### src/rtl/systolic_pkg.sv
// Shared types for the systolic-array operand feeder.
package systolic_pkg;

  typedef enum logic [2:0] {
    StLoad,
    StFlush,
    StDrain,
    StDone,
    StClr
  } feeder_state_e;

  // Counter width for 2N-2 flush cycles; at least one bit so N=1 still elaborates.
  function automatic int unsigned flush_cnt_w(input int unsigned n);
    return (n > 1) ? $clog2(2 * n - 1) : 1;
  endfunction

endpackage

### src/rtl/systolic_skew_line.sv
// One skewed operand lane: a DEPTH-stage shift chain that moves only when enabled.
module systolic_skew_line #(
  parameter int unsigned NBITS = 16,
  parameter int unsigned DEPTH = 1
) (
  input  logic             clk_i,
  input  logic             clr_ni,
  input  logic             en_i,
  input  logic [NBITS-1:0] d_i,
  output logic [NBITS-1:0] q_o
);

  logic [NBITS-1:0] stage_q [DEPTH];
  logic [NBITS-1:0] stage_d [DEPTH];

  always_comb begin
    stage_d[0] = d_i;
    for (int unsigned k = 1; k < DEPTH; k++) begin
      stage_d[k] = stage_q[k-1];
    end
  end

  always_ff @(posedge clk_i) begin
    if (!clr_ni) begin
      for (int unsigned k = 0; k < DEPTH; k++) begin
        stage_q[k] <= '0;
      end
    end else if (en_i) begin
      for (int unsigned k = 0; k < DEPTH; k++) begin
        stage_q[k] <= stage_d[k];
      end
    end
  end

  assign q_o = stage_q[DEPTH-1];

endmodule

### src/rtl/systolic_feeder.sv
// Skews row/column operand beats into an NxN systolic array and sequences
// flush, drain, result handoff and accumulator clear.
module systolic_feeder
  import systolic_pkg::*;
#(
  parameter int unsigned NBITS = 16,
  parameter int unsigned N     = 4
) (
  input  logic             clk,
  input  logic             rst_n,
  input  logic             recv_val,
  output logic             recv_rdy,
  input  logic             recv_last,
  input  logic [N*NBITS-1:0] recv_x,
  input  logic [N*NBITS-1:0] recv_w,
  output logic [N*NBITS-1:0] x_out,
  output logic [N*NBITS-1:0] w_out,
  output logic             pe_en,
  output logic             acc_clr,
  output logic             done_val,
  input  logic             done_rdy
);

  localparam int unsigned CntW       = flush_cnt_w(N);
  localparam int unsigned FlushLastI = (N > 1) ? 2 * N - 3 : 0;
  localparam logic [CntW-1:0] FlushLast = CntW'(FlushLastI);

  feeder_state_e   state_q, state_d;
  logic [CntW-1:0] cnt_q, cnt_d;
  logic            rdy_q;
  logic            pe_en_q;
  logic            done_q;
  logic            clr_q;
  logic            advance;
  logic            loading;

  // rdy_q is only ever set together with entry to StLoad, so it qualifies the
  // handshake and also masks the single post-reset cycle before it rises.
  assign loading = (state_q == StLoad) && rdy_q;
  assign advance = (loading && recv_val) || (state_q == StFlush);

  always_comb begin
    state_d = state_q;
    cnt_d   = cnt_q;
    unique case (state_q)
      StLoad: begin
        cnt_d = '0;
        if (loading && recv_val && recv_last) begin
          state_d = (N > 1) ? StFlush : StDrain;
        end
      end
      StFlush: begin
        if (cnt_q == FlushLast) begin
          state_d = StDrain;
          cnt_d   = '0;
        end else begin
          cnt_d = cnt_q + CntW'(1);
        end
      end
      StDrain: state_d = StDone;
      StDone: begin
        if (done_rdy) begin
          state_d = StClr;
        end
      end
      StClr:   state_d = StLoad;
      default: state_d = StLoad;
    endcase
  end

  always_ff @(posedge clk) begin
    if (!rst_n) begin
      state_q <= StLoad;
      cnt_q   <= '0;
      rdy_q   <= 1'b0;
      pe_en_q <= 1'b0;
      done_q  <= 1'b0;
      clr_q   <= 1'b0;
    end else begin
      state_q <= state_d;
      cnt_q   <= cnt_d;
      rdy_q   <= (state_d == StLoad);
      pe_en_q <= advance;
      done_q  <= (state_d == StDone);
      clr_q   <= (state_d == StClr);
    end
  end

  assign recv_rdy = rdy_q;
  assign pe_en    = pe_en_q;
  assign done_val = done_q;
  assign acc_clr  = clr_q;

  // Lane i is delayed i+1 advances; flush advances push zeros behind the job.
  for (genvar i = 0; i < int'(N); i++) begin : g_lane
    logic [NBITS-1:0] x_in;
    logic [NBITS-1:0] w_in;

    assign x_in = (state_q == StLoad) ? recv_x[i*NBITS +: NBITS] : '0;
    assign w_in = (state_q == StLoad) ? recv_w[i*NBITS +: NBITS] : '0;

    systolic_skew_line #(
      .NBITS(NBITS),
      .DEPTH(i + 1)
    ) u_x_line (
      .clk_i (clk),
      .clr_ni(rst_n),
      .en_i  (advance),
      .d_i   (x_in),
      .q_o   (x_out[i*NBITS +: NBITS])
    );

    systolic_skew_line #(
      .NBITS(NBITS),
      .DEPTH(i + 1)
    ) u_w_line (
      .clk_i (clk),
      .clr_ni(rst_n),
      .en_i  (advance),
      .d_i   (w_in),
      .q_o   (w_out[i*NBITS +: NBITS])
    );
  end

endmodule
### config.mk
export PLATFORM = sky130hd
export DESIGN_NAME = systolic_feeder
export DESIGN_NICKNAME = d
export VERILOG_FILES = /design/src/rtl/systolic_pkg.sv /design/src/rtl/systolic_skew_line.sv /design/src/rtl/systolic_feeder.sv
export SDC_FILE = /design/constraint.sdc
export NUM_CORES = 1
export LEC_CHECK = 0
export CAP_MARGIN = 40
export CORE_AREA = 2 2 154 156
export CTS_BUF_LIST = sky130_fd_sc_hd__clkbuf_16
export DETAILED_ROUTE_END_ITERATION = 8
export DIE_AREA = 0 0 156 158
export GPL_TIMING_DRIVEN = 0
export PLACE_DENSITY = 0.93
export SLEW_MARGIN = 20
export SYNTH_ARGS = -nofsm -noshare
export SYNTH_HDL_FRONTEND = slang
export SYNTH_SLANG_ARGS = --single-unit
### constraint.sdc
create_clock -name clk -period 53.6 [get_ports clk]
set_input_delay 5.36 -clock clk [delete_from_list [all_inputs] [get_ports clk]]
set_output_delay 5.36 -clock clk [all_outputs]
set_load 0.01 [all_outputs]
# Yosys cells after proc, flatten, opt, wreduce, memory -nomap -nowiden
# Memories as Yosys holds them, arrays and structs flattened.
# Index checks and enable logic that the tools add are counted.
dict set report word_totals {
  ff_bits 10
  latch_bits 0
  ram_bits 320
  mem_bits_ro 0
  out_inout_bits 132
  memories 8
}
dict set report classes {
  add_sub_neg 1
  multipliers 0
  n_div 0
  magnitude_cmp 0
  eq_ne 6
  shift 0
  n_mux 40
  bitwise_logic 18
  n_reduce_logical 9
}
# name depth word_bits rd rd_clocked_by_memory_dff write_ports line
set memory_table {}
lappend memory_table {{g_lane[3].u_w_line.stage_q} 4 16 4 0 4 systolic_skew_line.sv:13} ;# logic [NBITS-1:0] stage_q [DEPTH];
lappend memory_table {{g_lane[3].u_x_line.stage_q} 4 16 4 0 4 systolic_skew_line.sv:13}
lappend memory_table {{g_lane[2].u_w_line.stage_q} 3 16 3 0 3 systolic_skew_line.sv:13}
lappend memory_table {{g_lane[2].u_x_line.stage_q} 3 16 3 0 3 systolic_skew_line.sv:13}
lappend memory_table {{g_lane[1].u_w_line.stage_q} 2 16 2 0 2 systolic_skew_line.sv:13}
lappend memory_table {{g_lane[1].u_x_line.stage_q} 2 16 2 0 2 systolic_skew_line.sv:13}
lappend memory_table {{2 more memories} - - - - - -}
# op n
set op_table {}
lappend op_table {{two-way mux 16 bit} 28}
lappend op_table {{OR reduction 16 bit} 2}
lappend op_table {{OR 1 bit} 18}
lappend op_table {{two-way mux 3 bit} 4}
lappend op_table {{case mux 3 bit (4 select lines)} 1}
lappend op_table {{== test 3 x 2 -> 1 bit, second input constant} 3}
lappend op_table {{== test 3 bit, second input constant} 2}
lappend op_table {{zero test 3 bit} 2}
lappend op_table {{two-way mux 1 bit} 6}
lappend op_table {{case mux 3 bit (2 select lines)} 1}
lappend op_table {{adder 3 x 1 -> 3 bit, second input constant} 1}
lappend op_table {{== test 3 x 1 -> 1 bit, second input constant} 1}
lappend op_table {{logical AND 1 bit} 3}
lappend op_table {{nonzero test 2 bit} 1}
lappend op_table {{logical OR 1 bit} 1}

# Logic depth before layout (Yosys ltp)
# Gate-level depths: netlist (run 1).
dict set report depth {
  ltp_word 9
  depth_mapped 6
  ltp_nobuf 3
}

# Hierarchy
# Synthesis (run 1) repeated with hierarchy kept, for this count alone.
dict set report unflattened {
  cells_unflattened 898
  hier_area_um2 13485.4
}
# module instances cells_per_inst area_each_um2
set modules_own_cells {}
lappend modules_own_cells {{systolic_skew_line at g_lane[3].u_w_line ...} 2 143 2431.1}
lappend modules_own_cells {{systolic_skew_line at g_lane[2].u_w_line ...} 2 107 1811.7}
lappend modules_own_cells {{systolic_skew_line at g_lane[1].u_w_line ...} 2 71 1238.7}
lappend modules_own_cells {systolic_feeder 1 186 1296.2}
lappend modules_own_cells {{systolic_skew_line at g_lane[0].u_w_line ...} 2 35 613.1}

# Worst setup path before layout (run 1)
# OpenSTA, ideal clock, no wires.
dict set report synth_timing {
  path_kind {input-to-reg}
  startpoint {in recv_val}
  endpoint {mem g_lane[0].u_w_line.stage_q[0][0] (enable)}
  setup_ns 1.444
  arrival_ns 27.725
  required_ns 52.156
  path_slack_ns 24.431
  path_stages 2
  n_path_buf 0
  path_cell_list {a21oi_1 -> o21ai_0}
}
dict set report synth_via {
  elab_chain_cells 7
}
# item line
set synth_lines {}
lappend synth_lines {{start: declaration} systolic_feeder.sv:11} ;# input logic recv_val,
lappend synth_lines {{logical AND 1 bit *} systolic_feeder.sv:40} ;# assign advance = (loading && recv_val) || (state_q == StFlush);
lappend synth_lines {{logical OR 1 bit *} systolic_feeder.sv:40}
lappend synth_lines {{two-way mux 1 bit *} systolic_skew_line.sv:28} ;# end else if (en_i) begin
lappend synth_lines {{two-way mux 1 bit *} systolic_skew_line.sv:24} ;# if (!clr_ni) begin
lappend synth_lines {{two-way mux 1 bit (not written as such) *} systolic_skew_line.sv:30} ;# stage_q[k] <= stage_d[k];
lappend synth_lines {{OR reduction 16 bit (no source line)} -}
lappend synth_lines {{two-way mux 1 bit (no source line) *} -}
lappend synth_lines {{end: declaration} systolic_skew_line.sv:13}
# Mark *: on every way between the ends. The rest lies on a longest branch, timed or not.

==> reports/metrics.yaml, run 1 <==
status: "finished, final reports clean"
dr.pass1.iters: 4
seq_area_sq_mm: 0.00981
start_kind: "input port"
path_class: "input port to flip-flop"
die_area_sq_mm: 0.0246
hp-class: "flip-flop to flip-flop"
synth-async-reset-ratio_pct: 0
critPathCaptureType: "flip-flop"
powerDensity_mw_per_mm2: 35.1
die_h_um: 158
antenna_found_initial: 0
synth_compound_area_share_pct: 0.554
syn2layout_area_growth_pct: 36.1
via_per_inst: 4.86
cts_sinks: 330
wl_mm: 23.0
synth.area.mux_share_pct: 0.0821
synth_edf_count: 320
required_ns: 53.80
min_period_over_period_pct: 13.6
start_util_pct: 52.9
synth-seq-area-share_pct: 80.5
drtAntennaViolNets: 0
synth_fa_ha_area_share_pct: 0
cts_buffers: 35
place.port_buffers: 264
yosysWarnings: 0
max_freq_mhz: 137
yosys-top-cells-count: "and2_1 (320), edfxtp_1 (320), clkbuf_2 (17)"
worstMarginPinSlew_ns: 0.722
vias: 6567
initialDrtViolationCount: 416
cts_hold_buf: 0
fp-row-count: 56
maxSlewViolCount: 0
drc: 0
synth_top_area_share_pct: 78.8
multiInputGateArea_sq_mm: 0.00222
clock_latency_ns: 0.50
clockBufferDepth: 3
grt_pass1_vias: 6557
ys_ff_latch: 330
gp_congestion: 0.791
clk_pin_slew_ns: 0.06
io_pins: 265
drive_gt1_share_pct: 7.55
maxCapViolations: 0
ff2ff_setup_slack_ns: 51.09
synthSimpleGateAreaFrac_pct: 17.5
routedWlPerCell_um: 17.0
num_antenna_cells: 0
synth_top_family_by_area: "simple AND/OR/NAND/NOR gates"
grt_pass1_wl_mm: 34.8
core_sq_mm: 0.0231
cts_tree: "yes"
slew_headroom_pct: 51.7
setup_tns_ns: 0
syn-num-nets: 854
htreeDepth: 2
post_cts_buffers: 0
ys_types: 27
hold_viol_final: 0
ys.flop_type: "edfxtp_1"
fin_crit_ns: 7.30
peakVddDrop_v: 0.0000333
dp_hpwl_mm: 16.2
grt_overflow: 0
final_nets: 1168
synth_cells: 721
finalSetupViolations: 0
cts_root_buffer: "clkbuf_16"
netlist_top_cells_area: "edfxtp_1 (79%), and2_1 (16%), dfxtp_1 (1.6%)"
grt_max_degree: 30
fin_skew_ns: 0.00802
path_max_fanout: 25
synth_xor_xnor_area_share_pct: 0
synth_area_leader_cell: "edfxtp_1"
rsz0062_at_grt: "no"
fillers: 1384
whs_ns: 0.508
syn_area_sq_mm: 0.0122
syn-mean-instance-area_sq_um: 16.9
leakage_nw: 6.33
arrival_ns: 7.50
dieWidth_um: 156
cts_resized: 0
grt_usage_pct: 18.6
==> power breakdown <==
| group | switching [mW] | internal [mW] |
|---|---|---|
| Sequential | 0.00492 | 0.307 |
| Combinational | 0.0243 | 0.0308 |
| Clock | 0.0920 | 0.124 |
==> worst paths after layout <==
kind              start                                end  cells past startpoint
max            recv_val  g_lane[1].u_x_line.stage_q[0][22]                      7
min            cnt_q[1]                           cnt_q[2]                      2
max reg2reg  state_q[1]  g_lane[1].u_x_line.stage_q[0][22]                      7
min reg2reg    cnt_q[1]                           cnt_q[2]                      2
==> flip-flops by register name, indices dropped and copies added, names as in the netlist <==
name                     cells
g_lane.u_x_line.stage_q    160
pe_en                        1
done_val                     1
cnt_q                        3
state_q                      3
recv_rdy                     1
g_lane.u_w_line.stage_q    160
acc_clr                      1
==> metrics by stage <==
step           power (mW)  util [%]  setup WS, ns  cell area [sq um]  cells
4_1_cts             0.588      72.0         46.30              16600   1350
3_3_place_gp        0.388      65.9         17.36              15200   1275
2_1_floorplan       0.352         -         24.43              12200    721
6_report            0.582      72.0         46.30              16600   1350
5_1_grt             0.603      72.0         46.19              16600   1350
3_5_place_dp        0.373      67.5         45.78              15600   1288
==> worst max-delay path: stages <==
cell and delay (ns):
clkdlybuf4s50_1 0.52, a21oi_1 0.15, o21ai_4 0.60, buf_16 0.26
buf_16 0.20, buf_16 0.20, buf_16 0.19
==> final cells by class <==
class	instances	share of cell area (%)
flip-flops and latches	330	59.1
repair buffers	277	18.1
multi-input cells	354	13.4
clock buffers	35	5.28
well taps	290	2.19
plain buffers	36	1.00
clock inverters	27	0.913
inverters	1	0.0226
==> per-layer routing <==
layer	part of all wire, %	global-route usage (%)
met5	0	0
met4	2.8	6.73
met1	38	21.8
met3	8.4	6.24
met2	51	32.3
==> cell usage in the layout, fill, tap and decap left out, types with 3 or more instances in the layout <==
master,count
and2_1,320
buf_16,13
clkbuf_1,15
clkbuf_16,35
clkbuf_2,17
clkdlybuf4s50_1,264
clkinv_1,9
dfxtp_1,10
edfxtp_1,320
inv_1,12
nand2_1,4
nand3_1,3
nor2_1,3
nor2b_1,4
o21ai_0,3
==> cell families (layout without fill, tap and decap cells) <==
logic type / after synthesis / in the layout
and+or+nand+nor: 342 / 342
buffers and inverters: 37 / 376
muxes: 1 / 1
AOI/OAI and AO/OA: 11 / 11
DFF: 330 / 330
Power figures use the tool's default switching activity.
==> run 2: changes to the inputs <==
- CORE_AREA: 2 2 154 156 -> 2 2 166 168
- DIE_AREA: 0 0 156 158 -> 0 0 168 170
- PLACE_DENSITY: 0.93 -> 0.86
- clock period: 53.6 -> 6.7 ns (I/O delays scaled with it)
==> reports/metrics.yaml, run 2 (same netlist as run 1, synthesis figures left out) <==
max_freq_mhz: 360
grt_overflow: 0
cts_hold_buf: 0
min_period_over_period_pct: 41.5
start_kind: "input port"
htreeDepth: 2
rsz0062_at_grt: "no"
cts_resized: 0
final_nets: 1170
cts_root_buffer: "clkbuf_16"
place.port_buffers: 264
grt_pass1_vias: 6778
final_cells: 1400
io_pins: 265
clk_pin_slew_ns: 0.06
leakage_nw: 6.36
clockBufferDepth: 3
start_util_pct: 45.7
die_area_sq_mm: 0.0286
routedWlPerCell_um: 16.5
grt_max_degree: 29
fp-row-count: 60
powerDensity_mw_per_mm2: 281
dr.pass1.iters: 4
arrival_ns: 2.98
drc: 0
slew_headroom_pct: 60.2
fin_skew_ns: 0.0234
required_ns: 6.90
path_class: "input port to flip-flop"
whs_ns: 0.500
maxCapViolations: 0
dieWidth_um: 168
core_sq_mm: 0.0267
fin_crit_ns: 2.78
top_regs: "g_lane.u_w_line.stage_q x160, g_lane.u_x_line.stage_q x160"
cts_tree: "yes"
drtAntennaViolNets: 0
maxSlewViolCount: 0
syn2layout_area_growth_pct: 37.0
gp_congestion: 0.807
critPathCaptureType: "flip-flop"
mostFrequentLayoutCells: "and2_1 (320), edfxtp_1 (320), clkdlybuf4s50_1 (264), clkbuf_16 (35), clkbuf_2 (17)"
vias: 6520
path_max_fanout: 24
cts_buffers: 35
grt_usage_pct: 16.2
finalSetupViolations: 0
die_h_um: 170
cts_sinks: 330
wl_mm: 23.1
drive_gt1_share_pct: 7.84
antenna_found_initial: 4
worstMarginPinSlew_ns: 0.596
dpl.cell_count: 1341
initialDrtViolationCount: 412
post_cts_buffers: 0
status: "finished, final reports clean"
via_per_inst: 4.66
grt_pass1_wl_mm: 35.7
hp-class: "flip-flop to flip-flop"
num_antenna_cells: 0
hold_viol_final: 0
peakVddDrop_v: 0.000217
dp_hpwl_mm: 16.3
clock_latency_ns: 0.50
-- run 2: report_power, final --
group          internal, mW  switching (mW)
Sequential             2.45          0.0386
Clock                  1.02           0.734
Combinational         0.251           0.195
-- run 2: worst paths after layout --
path                                                   startpoint                           endpoint  slack [ns]  cells after the start
worst max-delay path                                     recv_val  g_lane[1].u_x_line.stage_q[0][23]        3.92                     10
worst min-delay path            g_lane[3].u_x_line.stage_q[0][25]  g_lane[3].u_x_line.stage_q[0][41]        0.50                      1
worst max register to register                         state_q[1]  g_lane[1].u_x_line.stage_q[0][23]        4.03                     10
worst min register to register  g_lane[3].u_x_line.stage_q[0][25]  g_lane[3].u_x_line.stage_q[0][41]        0.50                      1
-- run 2: routing by layer --
metal	vias up	wire, um	GRT usage (%)
li1	3146	-	-
met1	3060	8900	18.5
met2	239	11400	27.9
met3	69	1930	5.60
met4	6	854	6.99
met5	-	40	0
-- run 2: area by class of cell --
class | count | area (sq um)
clock inverters | 24 | 154
multi-input cells | 354 | 2220
well taps | 341 | 427
flip-flops and latches | 330 | 9810
repair buffers | 279 | 3040
clock buffers | 35 | 876
plain buffers | 36 | 166
inverters | 1 | 3.75
fillers | 1879 | 9950
-- run 2: per-stage QoR --
stage | worst slack, ns | utilization, % | area (sq um) | TNS [ns] | power, mW
detailed placement | 3.40 | 58.8 | 15700 | 0 | 2.99
finish | 3.92 | 62.7 | 16700 | 0 | 4.69
floorplan | 0.290 | - | 12200 | 0 | 2.70
global route | 3.82 | 62.7 | 16700 | 0 | 4.86
global placement | -1.89 | 57.3 | 15300 | -594.70 | 2.96
CTS | 3.93 | 62.7 | 16700 | 0 | 4.75
-- run 2: critical path: stages --
cell	delay, ns
clkdlybuf4s50_1	0.53
a21oi_1	0.15
o21ai_4	0.27
buf_16	0.22
buf_16	0.19
buf_16	0.19
buf_16	0.19
buf_16	0.18
buf_16	0.17
buf_8	0.17
==> run 3: changes to the inputs <==
- clock period: 6.7 -> 2.5 ns (I/O delays scaled with it)
==> reports/metrics.yaml, run 3 (same netlist as run 1, synthesis figures left out) <==
powerDensity_mw_per_mm2: 756
path_max_fanout: 25
place.port_buffers: 264
cts_resized: 0
initialDrtViolationCount: 398
leakage_nw: 6.38
crit_path_cell_trace: "a21oi_1, o21ai_4, buf_16, buf_16, buf_16, buf_16, buf_16"
slowest_stage: "dfxtp_1"
fin_crit_ns: 2.38
rsz0062_at_grt: "no"
grt_overflow: 0
via_per_inst: 4.64
cts_sinks: 330
stdcell_area_sq_mm: 0.0168
drc: 0
dieWidth_um: 168
die_h_um: 170
finalSetupViolations: 0
ff2ff_setup_slack_ns: 0.12
dr.pass1.iters: 4
top_regs: "g_lane.u_w_line.stage_q x160, g_lane.u_x_line.stage_q x160"
hp-class: "input port to flip-flop"
start_kind: "flip-flop"
routedWlPerCell_um: 16.2
hold_viol_final: 0
max_stage_delay_ns: 0.48
cts_buffers: 36
drtAntennaViolNets: 0
clockBufferDepth: 3
htreeDepth: 2
cp_top_family: "buffers and inverters"
placed_cell_area_sq_mm: 0.0157
crit_buf_inv: 5
fin_skew_ns: 0.00860
max_freq_mhz: 421
clk_pin_slew_ns: 0.06
wl_mm: 22.7
grt_max_degree: 27
io_pins: 265
path_class: "flip-flop to flip-flop"
grt_pass1_wl_mm: 35.3
start_util_pct: 45.7
drive_gt1_share_pct: 8.27
fp-row-count: 60
critPathCaptureType: "flip-flop"
maxSlewViolCount: 0
dp_hpwl_mm: 16.2
slew_headroom_pct: 62.0
antenna_found_initial: 3
final_nets: 1171
post_cts_buffers: 0
min_period_over_period_pct: 95.1
clock_latency_ns: 0.50
peakVddDrop_v: 0.000398
maxCapViolations: 0
arrival_ns: 2.59
core_sq_mm: 0.0267
worstMarginPinSlew_ns: 0.570
cp_common_cell: "buf_16"
grt_pass1_vias: 6727
cts_hold_buf: 0
setup_tns_ns: 0
required_ns: 2.71
grt_usage_pct: 15.9
die_area_sq_mm: 0.0286
status: "finished, final reports clean"
mostFrequentLayoutCells: "and2_1 (320), edfxtp_1 (320), clkdlybuf4s50_1 (264), clkbuf_16 (37), clkbuf_2 (17)"
syn2layout_area_growth_pct: 37.6
cts_root_buffer: "clkbuf_16"
cts_tree: "yes"
vias: 6520
gp_congestion: 0.804
[run 3: power breakdown]
part / switching [mW] / internal (mW)
clock: 2.01 / 2.79
sequential: 0.106 / 6.57
combinational: 0.518 / 0.676
[run 3: worst register-to-register path, cell delays in order, from the launching register on]
cell	delay [ns]
dfxtp_1	0.48
a21oi_1	0.16
o21ai_4	0.43
buf_16	0.23
buf_16	0.20
buf_16	0.21
buf_16	0.19
buf_16	0.18
[run 3: per-stage QoR]
step	std cells	util [%]	setup WS, ns	hold WS, ns	power (mW)
final	1406	62.9	0.122	0.397	12.7
after global routing	1405	62.9	0.0224	0.380	13.1
after CTS	1405	62.9	0.114	0.369	12.8
after detailed placement	1341	58.9	-0.195	0.501	8.01
after global placement	1326	57.3	-5.66	0.486	7.92
after floorplan	721	-	-3.78	0.368	7.24
[run 3: area by class of cell]
| type | instances | area, sq um |
|---|---|---|
| Buffer | 36 | 173 |
| Fill cell | 1872 | 9880 |
| Timing Repair Buffer | 279 | 3060 |
| Multi-Input combinational cell | 354 | 2220 |
| Inverter | 1 | 3.75 |
| Clock inverter | 27 | 154 |
| Tap cell | 341 | 427 |
| Antenna cell | 1 | 2.50 |
| Sequential cell | 330 | 9810 |
| Clock buffer | 37 | 926 |
[run 3: final timing paths]
check / from / depth (start not counted) / to
max: state_q[0] / 7 / g_lane[3].u_w_line.stage_q[0][58]
min: recv_x[28] / 2 / g_lane[1].u_x_line.stage_q[0][12]
max reg2reg: state_q[0] / 7 / g_lane[3].u_w_line.stage_q[0][58]
min reg2reg: g_lane[2].u_w_line.stage_q[0][9] / 1 / g_lane[2].u_w_line.stage_q[0][25]
[run 3: routing by layer]
layer / global-route usage [%] / vias up / share of wire (%)
met4: 6.58 / 4 / 3.8
met5: 0 / - / 0.11
met1: 18.6 / 3066 / 39
met3: 6.23 / 63 / 9.2
li1: - / 3148 / -
met2: 26.4 / 239 / 48
